[src/rtl/subtractor_serial_pkg.sv]
// Shared constants for the byte-serial subtractor: FSM encoding and datapath byte width.
package subtractor_serial_pkg;

   localparam int BYTE_W = 8;

   typedef enum logic [1:0] {
      IDLE = 2'd0,
      RUN  = 2'd1,
      DONE = 2'd2
   } state_e;

endpackage

[src/rtl/subtractor_serial_adder_byte.sv]
// Plain 8-bit ripple adder with carry in/out; the subtractor feeds it an inverted subtrahend.
module adder_byte
   import subtractor_serial_pkg::*;
(
   input  logic [BYTE_W-1:0] x_i,
   input  logic [BYTE_W-1:0] y_i,
   input  logic              ci_i,
   output logic [BYTE_W-1:0] s_o,
   output logic              co_o
);

   logic [BYTE_W:0] sum9;

   assign sum9 = {1'b0, x_i} + {1'b0, y_i} + {{BYTE_W{1'b0}}, ci_i};
   assign s_o  = sum9[BYTE_W-1:0];
   assign co_o = sum9[BYTE_W];

endmodule

[src/rtl/subtractor_serial.sv]
// Byte-serial WIDTH-bit subtractor (diff = a - b - borrow_in), LSB byte first, one byte per clock.
// Define SUB_FLAGS_EN to add the zero/negative/overflow result flags.
module subtractor_serial
   import subtractor_serial_pkg::*;
#(
   parameter int WIDTH = 32
) (
   input  logic             clk,
   input  logic             rst_n,
   input  logic             start_valid,
   output logic             start_ready,
   input  logic [WIDTH-1:0] a,
   input  logic [WIDTH-1:0] b,
   input  logic             borrow_in,
   output logic             result_valid,
   input  logic             result_ready,
   output logic [WIDTH-1:0] diff,
   output logic             borrow_out,
`ifdef SUB_FLAGS_EN
   output logic             zero,
   output logic             negative,
   output logic             overflow,
`endif
   output logic             busy
);

   localparam int NBYTES = WIDTH / BYTE_W;
   localparam int IDXW   = (NBYTES > 1) ? $clog2(NBYTES) : 1;
   localparam logic [IDXW-1:0] LAST_IDX = IDXW'(NBYTES - 1);

   state_e            state_q, state_d;
   logic [WIDTH-1:0]  a_q, a_d;
   logic [WIDTH-1:0]  b_q, b_d;
   logic [WIDTH-1:0]  diff_q, diff_d;
   logic [IDXW-1:0]   idx_q, idx_d;
   logic              carry_q, carry_d;
   logic              borrow_q, borrow_d;
`ifdef SUB_FLAGS_EN
   logic              zero_q, zero_d;
   logic              neg_q, neg_d;
   logic              ovf_q, ovf_d;
`endif

   logic [BYTE_W-1:0] byte_sum;
   logic              byte_co;
   logic              accept;
   logic              last_byte;

   // Operand registers shift right each RUN cycle, so the adder always sees byte 0.
   adder_byte u_adder (
      .x_i  (a_q[BYTE_W-1:0]),
      .y_i  (~b_q[BYTE_W-1:0]),
      .ci_i (carry_q),
      .s_o  (byte_sum),
      .co_o (byte_co)
   );

   assign accept    = (state_q == IDLE) && start_valid;
   assign last_byte = (state_q == RUN) && (idx_q == LAST_IDX);

   always_ff @(posedge clk or negedge rst_n) begin
      if (!rst_n) state_q <= IDLE;
      else        state_q <= state_d;
   end

   always_comb begin
      state_d = state_q;
      case (state_q)
         IDLE:    if (start_valid)  state_d = RUN;
         RUN:     if (last_byte)    state_d = DONE;
         DONE:    if (result_ready) state_d = IDLE;
         default:                   state_d = IDLE;
      endcase
   end

   always_comb begin
      start_ready  = 1'b0;
      result_valid = 1'b0;
      busy         = 1'b0;
      case (state_q)
         IDLE:    start_ready  = 1'b1;
         RUN:     busy         = 1'b1;
         DONE: begin
            result_valid = 1'b1;
            busy         = 1'b1;
         end
         default: start_ready  = 1'b0;
      endcase
   end

   always_comb begin
      a_d      = a_q;
      b_d      = b_q;
      diff_d   = diff_q;
      idx_d    = idx_q;
      carry_d  = carry_q;
      borrow_d = borrow_q;
`ifdef SUB_FLAGS_EN
      zero_d   = zero_q;
      neg_d    = neg_q;
      ovf_d    = ovf_q;
`endif
      if (accept) begin
         a_d     = a;
         b_d     = b;
         carry_d = ~borrow_in;
         idx_d   = '0;
`ifdef SUB_FLAGS_EN
         zero_d  = 1'b1;
`endif
      end else if (state_q == RUN) begin
         a_d = a_q >> BYTE_W;
         b_d = b_q >> BYTE_W;
         diff_d[int'(idx_q)*BYTE_W +: BYTE_W] = byte_sum;
         carry_d = byte_co;
         idx_d   = idx_q + 1'b1;
`ifdef SUB_FLAGS_EN
         zero_d  = zero_q & (byte_sum == '0);
`endif
         if (last_byte) begin
            borrow_d = ~byte_co;
`ifdef SUB_FLAGS_EN
            // On the last byte a_q/b_q hold the original MSB byte.
            neg_d = byte_sum[BYTE_W-1];
            ovf_d = (a_q[BYTE_W-1] != b_q[BYTE_W-1]) &&
                    (byte_sum[BYTE_W-1] != a_q[BYTE_W-1]);
`endif
         end
      end
   end

   always_ff @(posedge clk or negedge rst_n) begin
      if (!rst_n) begin
         a_q      <= '0;
         b_q      <= '0;
         diff_q   <= '0;
         idx_q    <= '0;
         carry_q  <= 1'b0;
         borrow_q <= 1'b0;
`ifdef SUB_FLAGS_EN
         zero_q   <= 1'b0;
         neg_q    <= 1'b0;
         ovf_q    <= 1'b0;
`endif
      end else begin
         a_q      <= a_d;
         b_q      <= b_d;
         diff_q   <= diff_d;
         idx_q    <= idx_d;
         carry_q  <= carry_d;
         borrow_q <= borrow_d;
`ifdef SUB_FLAGS_EN
         zero_q   <= zero_d;
         neg_q    <= neg_d;
         ovf_q    <= ovf_d;
`endif
      end
   end

   assign diff       = diff_q;
   assign borrow_out = borrow_q;
`ifdef SUB_FLAGS_EN
   assign zero       = zero_q;
   assign negative   = neg_q;
   assign overflow   = ovf_q;
`endif

endmodule

[config.mk]
export PLATFORM = sky130hd
export DESIGN_NAME = subtractor_serial
export DESIGN_NICKNAME = d
export VERILOG_FILES = /design/src/rtl/subtractor_serial_pkg.sv /design/src/rtl/subtractor_serial_adder_byte.sv /design/src/rtl/subtractor_serial.sv
export SDC_FILE = /design/constraint.sdc
export NUM_CORES = 1
export LEC_CHECK = 0
export ABC_AREA = 1
export CORE_ASPECT_RATIO = 1.4
export CORE_UTILIZATION = 46
export DETAILED_ROUTE_END_ITERATION = 6
export PLACE_DENSITY = 0.79
export SETUP_SLACK_MARGIN = 0.05
export SYNTH_ARGS = -nofsm -noshare
export SYNTH_HDL_FRONTEND = slang
export SYNTH_SLANG_ARGS = --single-unit
[constraint.sdc]
create_clock -name clk -period 1.75 [get_ports clk]
set_input_delay 0.2625 -clock clk [delete_from_list [all_inputs] [get_ports clk]]
set_output_delay 0.2625 -clock clk [all_outputs]
set_load 0.02 [all_outputs]
Yosys cells after proc, flatten, opt, wreduce, memory -nomap -nowiden
Index checks and enable logic that the tools add are counted.
{"block": "word_totals", "output_inout_bits": 36, "elab_cells": 47, "input_bits": 69, "register_bits": 102}
{"block": "op_classes", "n_shift": 2, "eq_ne": 6, "muxes": 16, "n_addsub": 4, "bitwise_logic": 4, "n_reduce_logical": 8}
{"op": "two-way mux 32 bit", "n": 4}
{"op": "negation 5 -> 33 bit", "n": 1}
{"op": "variable shift 8 x 33 -> 32 bit (first input constant)", "n": 1}
{"op": "variable part select 8 x 33 -> 32 bit", "n": 1}
{"op": "bitwise mux 32 bit", "n": 1}
{"op": "two-way mux 2 bit", "n": 5}
{"op": "adder 8 x 8 -> 9 bit", "n": 1}
{"op": "adder 9 x 1 -> 9 bit", "n": 1}
{"op": "inverter 8 bit", "n": 1}
{"op": "!= test 2 bit (second input constant)", "n": 3}
{"op": "case mux 2 bit (3 select lines)", "n": 1}
{"op": "AND reduction 3 bit", "n": 2}
{"op": "two-way mux 1 bit", "n": 5}
{"op": "equality test 2 bit (second input constant)", "n": 2}
{"op": "inverter 1 bit", "n": 3}
{"op": "adder 2 x 1 -> 2 bit (second input constant)", "n": 1}
{"op": "equality test 2 x 1 -> 1 bit (second input constant)", "n": 1}
{"op": "logical AND 1 bit", "n": 2}
{"op": "zero test 2 bit", "n": 1}
{"op": "AND reduction 2 bit", "n": 1}
{"op": "nonzero test 2 bit", "n": 1}
{"op": "OR reduction 2 bit", "n": 1}

Depth between registers and ports, before layout
Gate-level depths: netlist of the first run.
{"block": "depth", "word_depth": 5, "ltp_mapped": 11, "ltp_nobuf": 11}

Hierarchy
A second synthesis of the first run with hierarchy kept.
{"block": "hier_totals", "hier_cells": 610, "hier_area_um2": 4913.5}
{"mod": "subtractor_serial", "area_each_um2": 4529.3, "cells_per_inst": 551, "n_inst": 1, "seq_area_each_um2": 2552.4}
{"mod": "adder_byte", "area_each_um2": 384.1, "cells_per_inst": 59, "n_inst": 1, "seq_area_each_um2": 0.0}

Worst setup path after synthesis of the first run
OpenSTA, ideal clock, no wires.
{"block": "synth_path", "path_kind": "reg2reg", "startpoint": "reg a_q[0]", "endpoint": "reg diff_q[12], in the netlist diff[12]", "t_required_ns": 1.676, "setup_ns": 0.074, "path_stages_with_launch": 10, "synth_period_minus_slack_ns": 1.888, "arrival_ns": 1.814, "n_path_buf": 0, "setup_slack_ns": -0.138, "path_cell_list": "dfrtp_1 -> inv_1 -> fa_1 -> fa_1 -> inv_1 -> nand3_1 -> nand3_2 -> xor2_2 -> nand3_2 -> o21ai_2"}
{"block": "synth_via", "elab_chain_cells": 4}
{"element": "from (decl)", "line_no": "subtractor_serial.sv:32", "text": "logic [WIDTH-1:0] a_q, a_d;"}
{"element": "from (signal assigned)", "line_no": "subtractor_serial.sv:134", "text": "a_q <= '0;"}
{"element": "from (signal assigned)", "line_no": "subtractor_serial.sv:146", "text": "a_q <= a_d;"}
{"element": "adder 8 x 8 -> 9 bit", "line_no": "subtractor_serial_adder_byte.sv:14", "text": "assign sum9 = {1'b0, x_i} + {1'b0, y_i} + {{BYTE_W{1'b0}}, ci_i};"}
{"element": "adder 9 x 1 -> 9 bit", "line_no": "subtractor_serial_adder_byte.sv:14"}
{"element": "variable part select 8 x 33 -> 32 bit", "line_no": "subtractor_serial.sv:114", "text": "diff_d[int'(idx_q)*BYTE_W +: BYTE_W] = byte_sum;"}
{"element": "bitwise mux 32 bit", "line_no": "subtractor_serial.sv:114"}
{"element": "to (signal assigned)", "line_no": "subtractor_serial.sv:148", "text": "diff_q <= diff_d;"}
{"element": "to (decl)", "line_no": "subtractor_serial.sv:34", "text": "logic [WIDTH-1:0] diff_q, diff_d;"}
No other way between the ends.
A chain may end at the register's enable or synchronous reset.

Final worst setup path of the first run
{"block": "layout_path", "startpoint": "reg b_q[0]", "endpoint": "reg diff_q[12], in the netlist diff[12]"}
{"block": "layout_via", "elab_chain_cells": 5}
{"element": "from (decl)", "line_no": "subtractor_serial.sv:33", "text": "logic [WIDTH-1:0] b_q, b_d;"}
{"element": "from (signal assigned)", "line_no": "subtractor_serial.sv:135", "text": "b_q <= '0;"}
{"element": "from (signal assigned)", "line_no": "subtractor_serial.sv:147", "text": "b_q <= b_d;"}
{"element": "inverter 8 bit", "line_no": "subtractor_serial.sv:52", "text": ".y_i (~b_q[BYTE_W-1:0]),"}
{"element": "adder 8 x 8 -> 9 bit", "line_no": "subtractor_serial_adder_byte.sv:14"}
{"element": "adder 9 x 1 -> 9 bit", "line_no": "subtractor_serial_adder_byte.sv:14"}
{"element": "variable part select 8 x 33 -> 32 bit", "line_no": "subtractor_serial.sv:114"}
{"element": "bitwise mux 32 bit", "line_no": "subtractor_serial.sv:114"}
No other way between the ends.

==> results of run 1 <==
-- worst max path at each step --
stage                to  slack (ns)  depth (start not counted)
6_report       diff[12]       -0.16                          8
5_1_grt        diff[28]       -0.26                          8
4_1_cts        diff[28]       -0.16                          9
3_5_place_dp   diff[28]       -0.18                          9
3_3_place_gp   diff[28]       -0.11                          9
2_1_floorplan  diff[12]       -0.02                          8
-- power breakdown --
part           switching [mW]  internal (mW)  total, mW  leakage, nW
Sequential              0.437           3.33       3.77         1.33
Combinational            4.24           2.92       7.15         1.63
Clock                   0.854           1.01       1.86        0.134
Total                    5.53           7.25       12.8         3.09
-- stage by stage --
stage	util (%)	power, mW	instance area, sq um	worst slack (ns)
after CTS	63.1	12.1	6540	-0.164
after detailed placement	59.8	9.95	6180	-0.180
after global routing	64.5	13.6	6680	-0.259
after global placement	59.8	9.68	6180	-0.112
final	64.5	12.8	6680	-0.156
after floorplan	-	7.86	4880	-0.0213
-- flip-flops by register name, summed over array words and instances (netlist names) --
| name | count |
|---|---|
| borrow_out | 1 |
| diff | 32 |
| b_q | 32 |
| a_q | 32 |
| carry_q | 1 |
| idx_q | 2 |
| state_q | 2 |
-- cells by family after synthesis --
family                   share of synthesized area, %
AND/OR/NAND/NOR                                  19.7
flip-flops                                       52.4
buffers and inverters                            8.34
AO/OA/AOI/OAI                                    13.8
adder cells (fa/ha/maj)                          4.93
XOR/XNOR                                        0.847
-- metal layers --
layer | wire (um) | vias to the layer above | GRT usage, %
met5 | 0 | - | 0
met4 | 372 | 0 | 9.72
li1 | - | 1941 | -
met2 | 6270 | 138 | 39.4
met3 | 497 | 37 | 4.24
met1 | 4600 | 1970 | 26.7
-- worst max-delay path, cell delays in order (launching register included) --
cell	delay [ns]
dfrtp_1	0.40
fa_2	0.39
fa_2	0.37
inv_2	0.08
nand3_2	0.08
nand3_4	0.09
xor2_4	0.19
nand3_2	0.11
o21ai_2	0.12
-- Yosys cell counts (all sizes together) (6+ instances only) --
library cell / number / area [sq um]
a21oi: 6 / 30.0
a22o: 9 / 78.8
buf: 20 / 130
dfrtp: 102 / 2550
ha: 16 / 200
inv: 73 / 277
nand2: 178 / 686
nand3: 22 / 125
nand4: 8 / 50.1
nor2: 11 / 82.6
o211ai: 15 / 113
o21ai: 26 / 138
o221ai: 25 / 294
-- cell type report --
type / count / area, sq um
Clock buffer: 13 / 250
Clock inverter: 3 / 18.8
Fill cell: 849 / 3670
Inverter: 73 / 283
Multi-Input combinational cell: 325 / 2080
Sequential cell: 102 / 2550
Tap cell: 138 / 173
Timing Repair Buffer: 132 / 1320
-- what timing repair did --
action / CTS / global route
hold endpoints to repair: 14 / 0
gates resized for setup: 14 / 36
hold buffers: 1 / 0
endpoints found under the setup margin: 22 / 54
setup buffers: 3 / 4
gates cloned: 0 / 0
pin swaps: 5 / 12
==> results by group, run 1 <==
Clocking
  – CTS tree: done
  – Cts bufs inserted: 9
  – Clk_lat worst skew: 0.35 ns
  – Total clock sinks: 102
  – H-tree Lvls: 3
  – CTS root buf: clkbuf_16
  – Longest Clk Path Bufs: 2
  – Clock-pin transition on the worst setup and hold timing paths: 0.07 ns

Worst setup path
  – Data required time of the worst path: 2.03 ns
  – Crit end category: flop
  – Peak fanout along the critical path: 3
  – Reg2Reg Launch Point: b_q[0]
  – R2r setup slk: -0.16 ns
  – WS Path Type: flop to flop
  – CP Data Arrival Time: 2.19 ns
  – Crit Reg-Reg Endpoint: diff[12]
  – Worst setup path start: b_q[0]
  – Startpoint types: flop
  – R2R depth: 8

Die
  – IO Pins: 105
  – DIE HEIGHT: 124 um
  – Horizontal die dimension: 89.0 um
  – Starting Density: 47.1%
  – Total Die Area: 11000 sq um
  – Num rows: 44
  – Core ar.: 10300 sq um

Timing
  – Final WS setup: -0.156 ns
  – Setup Viol. Count Final: 21
  – Final setup TNS: -1.26 ns
  – Final hold vios: 0
  – Fin. max-slew vios: 0
  – Unrepaired setup endpoints after global routing: true
  – Fin crit share: 109%
  – Slew headroom: 63.2%
  – Hold Slack: 0.476 ns
  – Setup Skew: 0.00806 ns
  – Fmax: 0.525 GHz
  – Final worst path period need: 1.91 ns
  – Worst-Margin Slew: 0.553 ns

Finish
  – Layout cell share with drive strength beyond 1: 17.6%
  – # diodes: 0
  – Nets@finish: 730
  – Commonest non-fill, non-tap cell in the layout: nand2_1
  – Non-filler cells, final: 786
  – Most frequent cells in the layout: nand2_1, dfrtp_1, clkdlybuf4s50_1
  – Area grow syn2layout: 37.0%

Power
  – Max IR drop VDD: 874 uV
  – PwrDens: 1910 nW/um^2
  – Leakage: 3.09 nW

Yosys
  – Post-Syn Area: 4870 sq um
  – Post-synthesis sequential area ratio: 52.4%
  – Mean Syn Cell Area: 9.37 sq um
  – Syn. warnings: 0
  – Async set-reset flop share out of synthesis: 100%
  – Synthesized Nets: 607
  – Yosys reg bits: 102
  – Cells after Synth: 520
  – Post-synth EDFFs: 0
  – Post-synth top flop: dfrtp_1
  – Netlist cell types: 31

GRT
  – GR Util All Layers: 22.5%
  – Antenna violations before repair: 0
  – Total grt overflow: 0
  – Vias in the first global route: 4036
  – First-pass GRT wire length: 18.8 mm
  – Largest net degree at the start of global routing: 103

Drt
  – DRC viols: 7
  – Vias per cell: 5.20
  – Total detailed-routing wirelength: 11.7 mm
  – TritonRoute pass-1 iters: 7
  – Antenna viol nets, final: 0
  – Via Count: 4086
  – Routed len/inst: 14.9 um
  – Initial DRC Count: 270

Placed design
  – IO buf count: 104
  – Gpl congestion: 0.845
  – Placed cell count: 762
  – Post-DP HPWL: 8.19 mm

Worst hold path
  – Worst Hold Class: input pin to asynchronous set/reset pin

Run status
  – Status: complete, but fails checks
  – Failing checks: DRC, setup timing

Flow run
  – # Max-Cap Violations: 0
No activity file was read; power rests on OpenSTA's default activity.
==> run 2, diff against run 1 <==
CORE_ASPECT_RATIO = unset   (was 1.4)
SKIP_CTS_REPAIR_TIMING = 1   (was unset)
==> results by group, run 2 (synthesized netlist as in run 1, its figures left out) <==
Finish
  – Commonest non-fill, non-tap cell in the layout: nand2_1
  – Area grow syn2layout: 34.5%
  – Non-filler cells, final: 785 (-0.13%)
  – Nets@finish: 731 (+0.14%)
  – Number of fill cells in the layout: 839 (-1.2%)
  – Post-route cell area: 6550 sq um (-1.9%)
  – Post-layout util: 63.8% (-0.75 points)
  – Reg area: 2550 sq um (unchanged)
  – Multi-input gate area: 2000 sq um (-3.6%)
  – Layout cell share with drive strength beyond 1: 15.9% (-1.7 points)
  – Most frequent cells in the layout: nand2_1, dfrtp_1, clkdlybuf4s50_1
  – # diodes: 0 (unchanged)

Die
  – Horizontal die dimension: 105 um (+18%)
  – DIE HEIGHT: 105 um (-15%)
  – Total Die Area: 11000 sq um (about the same)
  – Num rows: 37 (-16%)
  – Starting Density: 47.4% (+0.33 points)
  – IO Pins: 105 (unchanged)
  – Core ar.: 10300 sq um (-0.70%)

Clocking
  – Cts bufs inserted: 9 (unchanged)
  – H-tree Lvls: 3 (unchanged)
  – Longest Clk Path Bufs: 2 (unchanged)
  – CTS tree: done
  – CTS root buf: clkbuf_8
  – Total clock sinks: 102 (unchanged)
  – Clock-pin transition on the worst setup and hold timing paths: 0.10 ns (+0.03 ns)
  – Clk_lat worst skew: 0.37 ns (+0.02 ns)

GRT
  – First-pass GRT wire length: 18.9 mm (+0.88%)
  – Vias in the first global route: 3997 (-0.97%)
  – Antenna violations before repair: 0 (unchanged)
  – Largest net degree at the start of global routing: 59 (-43%)
  – Total grt overflow: 0 (unchanged)
  – GR Util All Layers: 21.8% (-0.65 points)

Timing
  – Final WS setup: -0.230 ns (-0.0734 ns)
  – Slew headroom: 68.7% (+5.5 points)
  – Hold Slack: 0.400 ns (-0.0759 ns)
  – Setup Skew: 0.00961 ns (+0.00155 ns)
  – Fin crit share: 113% (+4.2 points)
  – Fmax: 0.505 GHz (-3.7%)
  – Unrepaired setup endpoints after global routing: true
  – Setup Viol. Count Final: 15 (-29%)
  – Fin. max-slew vios: 0 (unchanged)
  – Worst-Margin Slew: 0.470 ns (-0.0825 ns)
  – Final worst path period need: 1.98 ns (+0.0734 ns)
  – Final hold vios: 0 (unchanged)

Worst setup path
  – Peak fanout along the critical path: 3 (unchanged)
  – Startpoint types: flop
  – Crit end category: flop
  – CP Data Arrival Time: 2.28 ns (+0.09 ns)
  – Data required time of the worst path: 2.05 ns (+0.02 ns)
  – WS Path Type: flop to flop

Drt
  – Total detailed-routing wirelength: 11.6 mm (-0.92%)
  – Antenna viol nets, final: 0 (unchanged)
  – Initial DRC Count: 256 (-5.2%)
  – Vias per cell: 5.17 (-0.56%)
  – TritonRoute pass-1 iters: 4 (-3)
  – Routed len/inst: 14.8 um (-0.79%)
  – Via Count: 4058 (-0.69%)
  – DRC viols: 0 (-7)

Run status
  – Status: complete, but fails checks
  – Failing checks: setup timing

Power
  – Max IR drop VDD: 868 uV (-0.60%)
  – Leakage: 3.06 nW (-1.1%)
  – Clock share of power: 12.5% (-2.1 points)
  – Combinational power share: 55.6% (-0.4 points)
  – PwrDens: 1820 nW/um^2 (-5.1%)
  – Reg power frac: 31.9% (+2.4 points)
  – Switching power: 5.18 mW (-6.4%)
  – Net Sw Frac: 43.5% (+0.23 points)
  – Pint: 6.73 mW (-7.2%)

Placed design
  – IO buf count: 104 (unchanged)
  – Gpl congestion: 0.831 (-1.6%)
  – DP Worst Slack: -0.186 ns (-0.00631 ns)
  – Post-DP HPWL: 8.45 mm (+3.1%)
  – Area after DPL: 6190 sq um (about the same)
  – Placed cell count: 761 (-0.13%)

Flow run
  – # Max-Cap Violations: 0 (unchanged)

Worst hold path
  – Worst Hold Class: input pin to asynchronous set/reset pin
-- run 2: power by group through the flow --
stage	clock network, mW	registers (mW)	logic (mW)
5_1_grt	1.60	3.90	7.23
2_1_floorplan	0	3.99	3.87
3_5_place_dp	0	3.82	6.05
3_3_place_gp	0	3.77	5.85
6_report	1.49	3.79	6.62
4_1_cts	1.51	3.77	6.10
-- run 2: worst max-delay path: stages, from the launching register on --
cell     delay (ns)
dfrtp_1        0.42
fa_2           0.38
fa_2           0.37
inv_2          0.07
nand3_2        0.06
nand3_2        0.10
xor2_2         0.21
nand3_2        0.13
o21ai_2        0.16
-- run 2: path summary, 6_finish.rpt --
kind	depth (start not counted)	startpoint	end	slack, ns
setup reg to reg	8	b_q[0]	diff[12]	-0.23
setup / recovery	8	b_q[0]	diff[12]	-0.23
max in group asynchronous	3	rst_n	diff[1]	0.82
hold reg to reg	2	diff[19]	diff[19]	0.49
min in group clk	3	a[27]	a_q[27]	0.46
hold / removal	2	rst_n	b_q[20]	0.40
-- run 2: final cells by class --
cell class	count	area share [%]
Clock inverter	5	0.897
Inverter	73	4.30
Tap cell	136	2.60
Timing Repair Buffer	133	20.5
Clock buffer	11	2.16
Sequential cell	102	39.0
Multi-Input combinational cell	325	30.6
-- run 2: per-stage QoR --
stage	TNS [ns]	power [mW]
after global placement	-0.250	9.62
after floorplan	-0.0427	7.86
final	-1.17	11.9
after CTS	-1.63	11.4
after global routing	-2.88	12.7
after detailed placement	-0.848	9.88
-- run 2: metal layers --
metal | up-vias | GRT usage, % | wire, um
li1 | 1945 | - | -
met1 | 1974 | 28.0 | 4980
met2 | 121 | 37.2 | 5990
met3 | 18 | 3.81 | 478
met4 | 0 | 7.75 | 184
met5 | - | 0 | 0
==> RTL edit (config.mk and constraints of run 2) <==
Build with the macro `SUB_FLAGS_EN` defined.
--- a/src/rtl/subtractor_serial.sv
+++ b/src/rtl/subtractor_serial.sv
@@ -1,5 +1,7 @@
 // Byte-serial WIDTH-bit subtractor (diff = a - b - borrow_in), LSB byte first, one byte per clock.
 // Define SUB_FLAGS_EN to add the zero/negative/overflow result flags.
+`define SUB_FLAGS_EN
+
 module subtractor_serial
    import subtractor_serial_pkg::*;
 #(
Behaviour (old outputs only; new: negative, overflow and zero): unchanged (Yosys induction, for registers that start in step).
==> RTL edit against run 2 <==
The flow still finishes with violations (setup timing). Die area rose by 0.85%. Combinational power rose by 16%. Sequential power rose by 5%. Total power rose by 11%. Wire length rose by 3.7%. Sequential share of layout area barely moved. Worst setup slack got worse by 0.12 ns. Synthesized area rose by 0.87%. Via count rose by 4.1%. Sequential cell count rose by 3. Synthesized cell count rose by 3.8%. Worst hold slack improved by 0.050 ns. Design area rose by 2.9%. Maximum frequency fell by 5.8%.
==> RTL edit: results (changes against run 2) <==
metric;value;unit;change
wire per inst;15.0;um;was 14.8 um
final-layout fill cell count;797;;was 839
Via density;5.25;;was 5.17
share of power burned in registers;30.2;%;was 31.9%
Synth Area in Compound Gates;14.0;%;was 13.8%
Pleak;3.06;nW;about the same
GR Util All Layers;21.2;%;was 21.8%
antenna violations before repair;0;;unchanged
Reg2Reg Capture Point;zero$_DFFE_PN0P_;;was diff[12]$_DFFE_PN0P_
Setup Viol. Count Final;25;;was 15
Detailed Routing Iterations Pass 1;6;;was 4
first-pass GRT wire length;18700;um;was 18900 um
Detailed Route WL;12100;um;was 11600 um
final worst slack;-0.352;ns;was -0.230 ns
placed cells;781;;was 761
met2 Resource Use GR;34.6;%;was 37.2%
Worst Reg-to-Reg Cells;9;;was 8
min-delay worst type;input pin to flip-flop;;was input pin to asynchronous set/reset pin
# nets final;751;;was 731
Commonest cells post-synth;nand2_1 (165), dfrtp_1 (105), inv_1 (64);;was nand2_1 (171), dfrtp_1 (102), inv_1 (68)
P_comb;7.67;mW;was 6.62 mW
failing checks;setup timing;;unchanged
adder-cell share of the synthesized area;4.89;%;was 4.93%
status;finished, violations left;;unchanged
slowest CP cell;fa_2;;was dfrtp_1
Initial DRC Count;196;;was 256
port bufs;107;;was 104
Post-Syn Instances;540;;was 520
VDD IR max;0.000847;V;was 0.000868 V
GP Congestion;0.839;;was 0.831
Net Sw Frac;44.6;%;was 43.5%
largest net degree at the start of global routing;106;;was 59
vias in the first global route;4018;;was 3997
share of cells above drive strength 1;17.0;%;was 15.9%
DR WL met3;623;um;was 478 um
register area share after synthesis;53.4;%;was 52.4%
Routed met2 length;5770;um;was 5990 um
==> RTL edit: changes by cell type in the layout (fill, tap and decap cells not counted), moves of 4 or more <==
cell      change
inv_2         +5
nand2_1      -10
nand2_4       +5
nor2_2        +4
o21ai_1      +10
o21ai_2       +6
o221ai_1      +8
o221ai_2     -12
o31ai_2       +4
==> RTL edit: worst max-delay path by stage <==
stage,from,end,slack [ns],depth (start not counted)
after floorplan,a_q[0]$_DFFE_PN0P_,zero$_DFFE_PN0P_,-0.14,9
after global placement,a_q[0]$_DFFE_PN0P_,zero$_DFFE_PN0P_,-0.21,9
after detailed placement,a_q[0]$_DFFE_PN0P_,zero$_DFFE_PN0P_,-0.25,9
after CTS,a_q[0]$_DFFE_PN0P_,zero$_DFFE_PN0P_,-0.28,9
after global routing,carry_q$_DFFE_PN0P_,zero$_DFFE_PN0P_,-0.41,9
final,carry_q$_DFFE_PN0P_,zero$_DFFE_PN0P_,-0.35,9
==> RTL edit: stage by stage <==
step	power (mW)	setup slack [ns]	hold WS, ns	TNS (ns)	instance area (um2)
global placement	10.3	-0.212	0.367	-1.21	6260
global route	14.1	-0.412	0.455	-5.01	6740
finish	13.2	-0.352	0.450	-3.45	6740
detailed placement	10.5	-0.246	0.377	-2.04	6260
floorplan	8.19	-0.142	-0.0331	-0.668	4930
CTS	12.0	-0.279	-0.0157	-3.12	6470
==> RTL edit: final cells by class <==
cell class	instances	area, um2	area share (%)
Clock buffer	10	138	2.04
Clock inverter	6	67.6	1.00
Inverter	73	277	4.10
Multi-Input combinational cell	341	2100	31.2
Sequential cell	105	2630	39.0
Tap cell	136	170	2.52
Timing Repair Buffer	134	1360	20.2
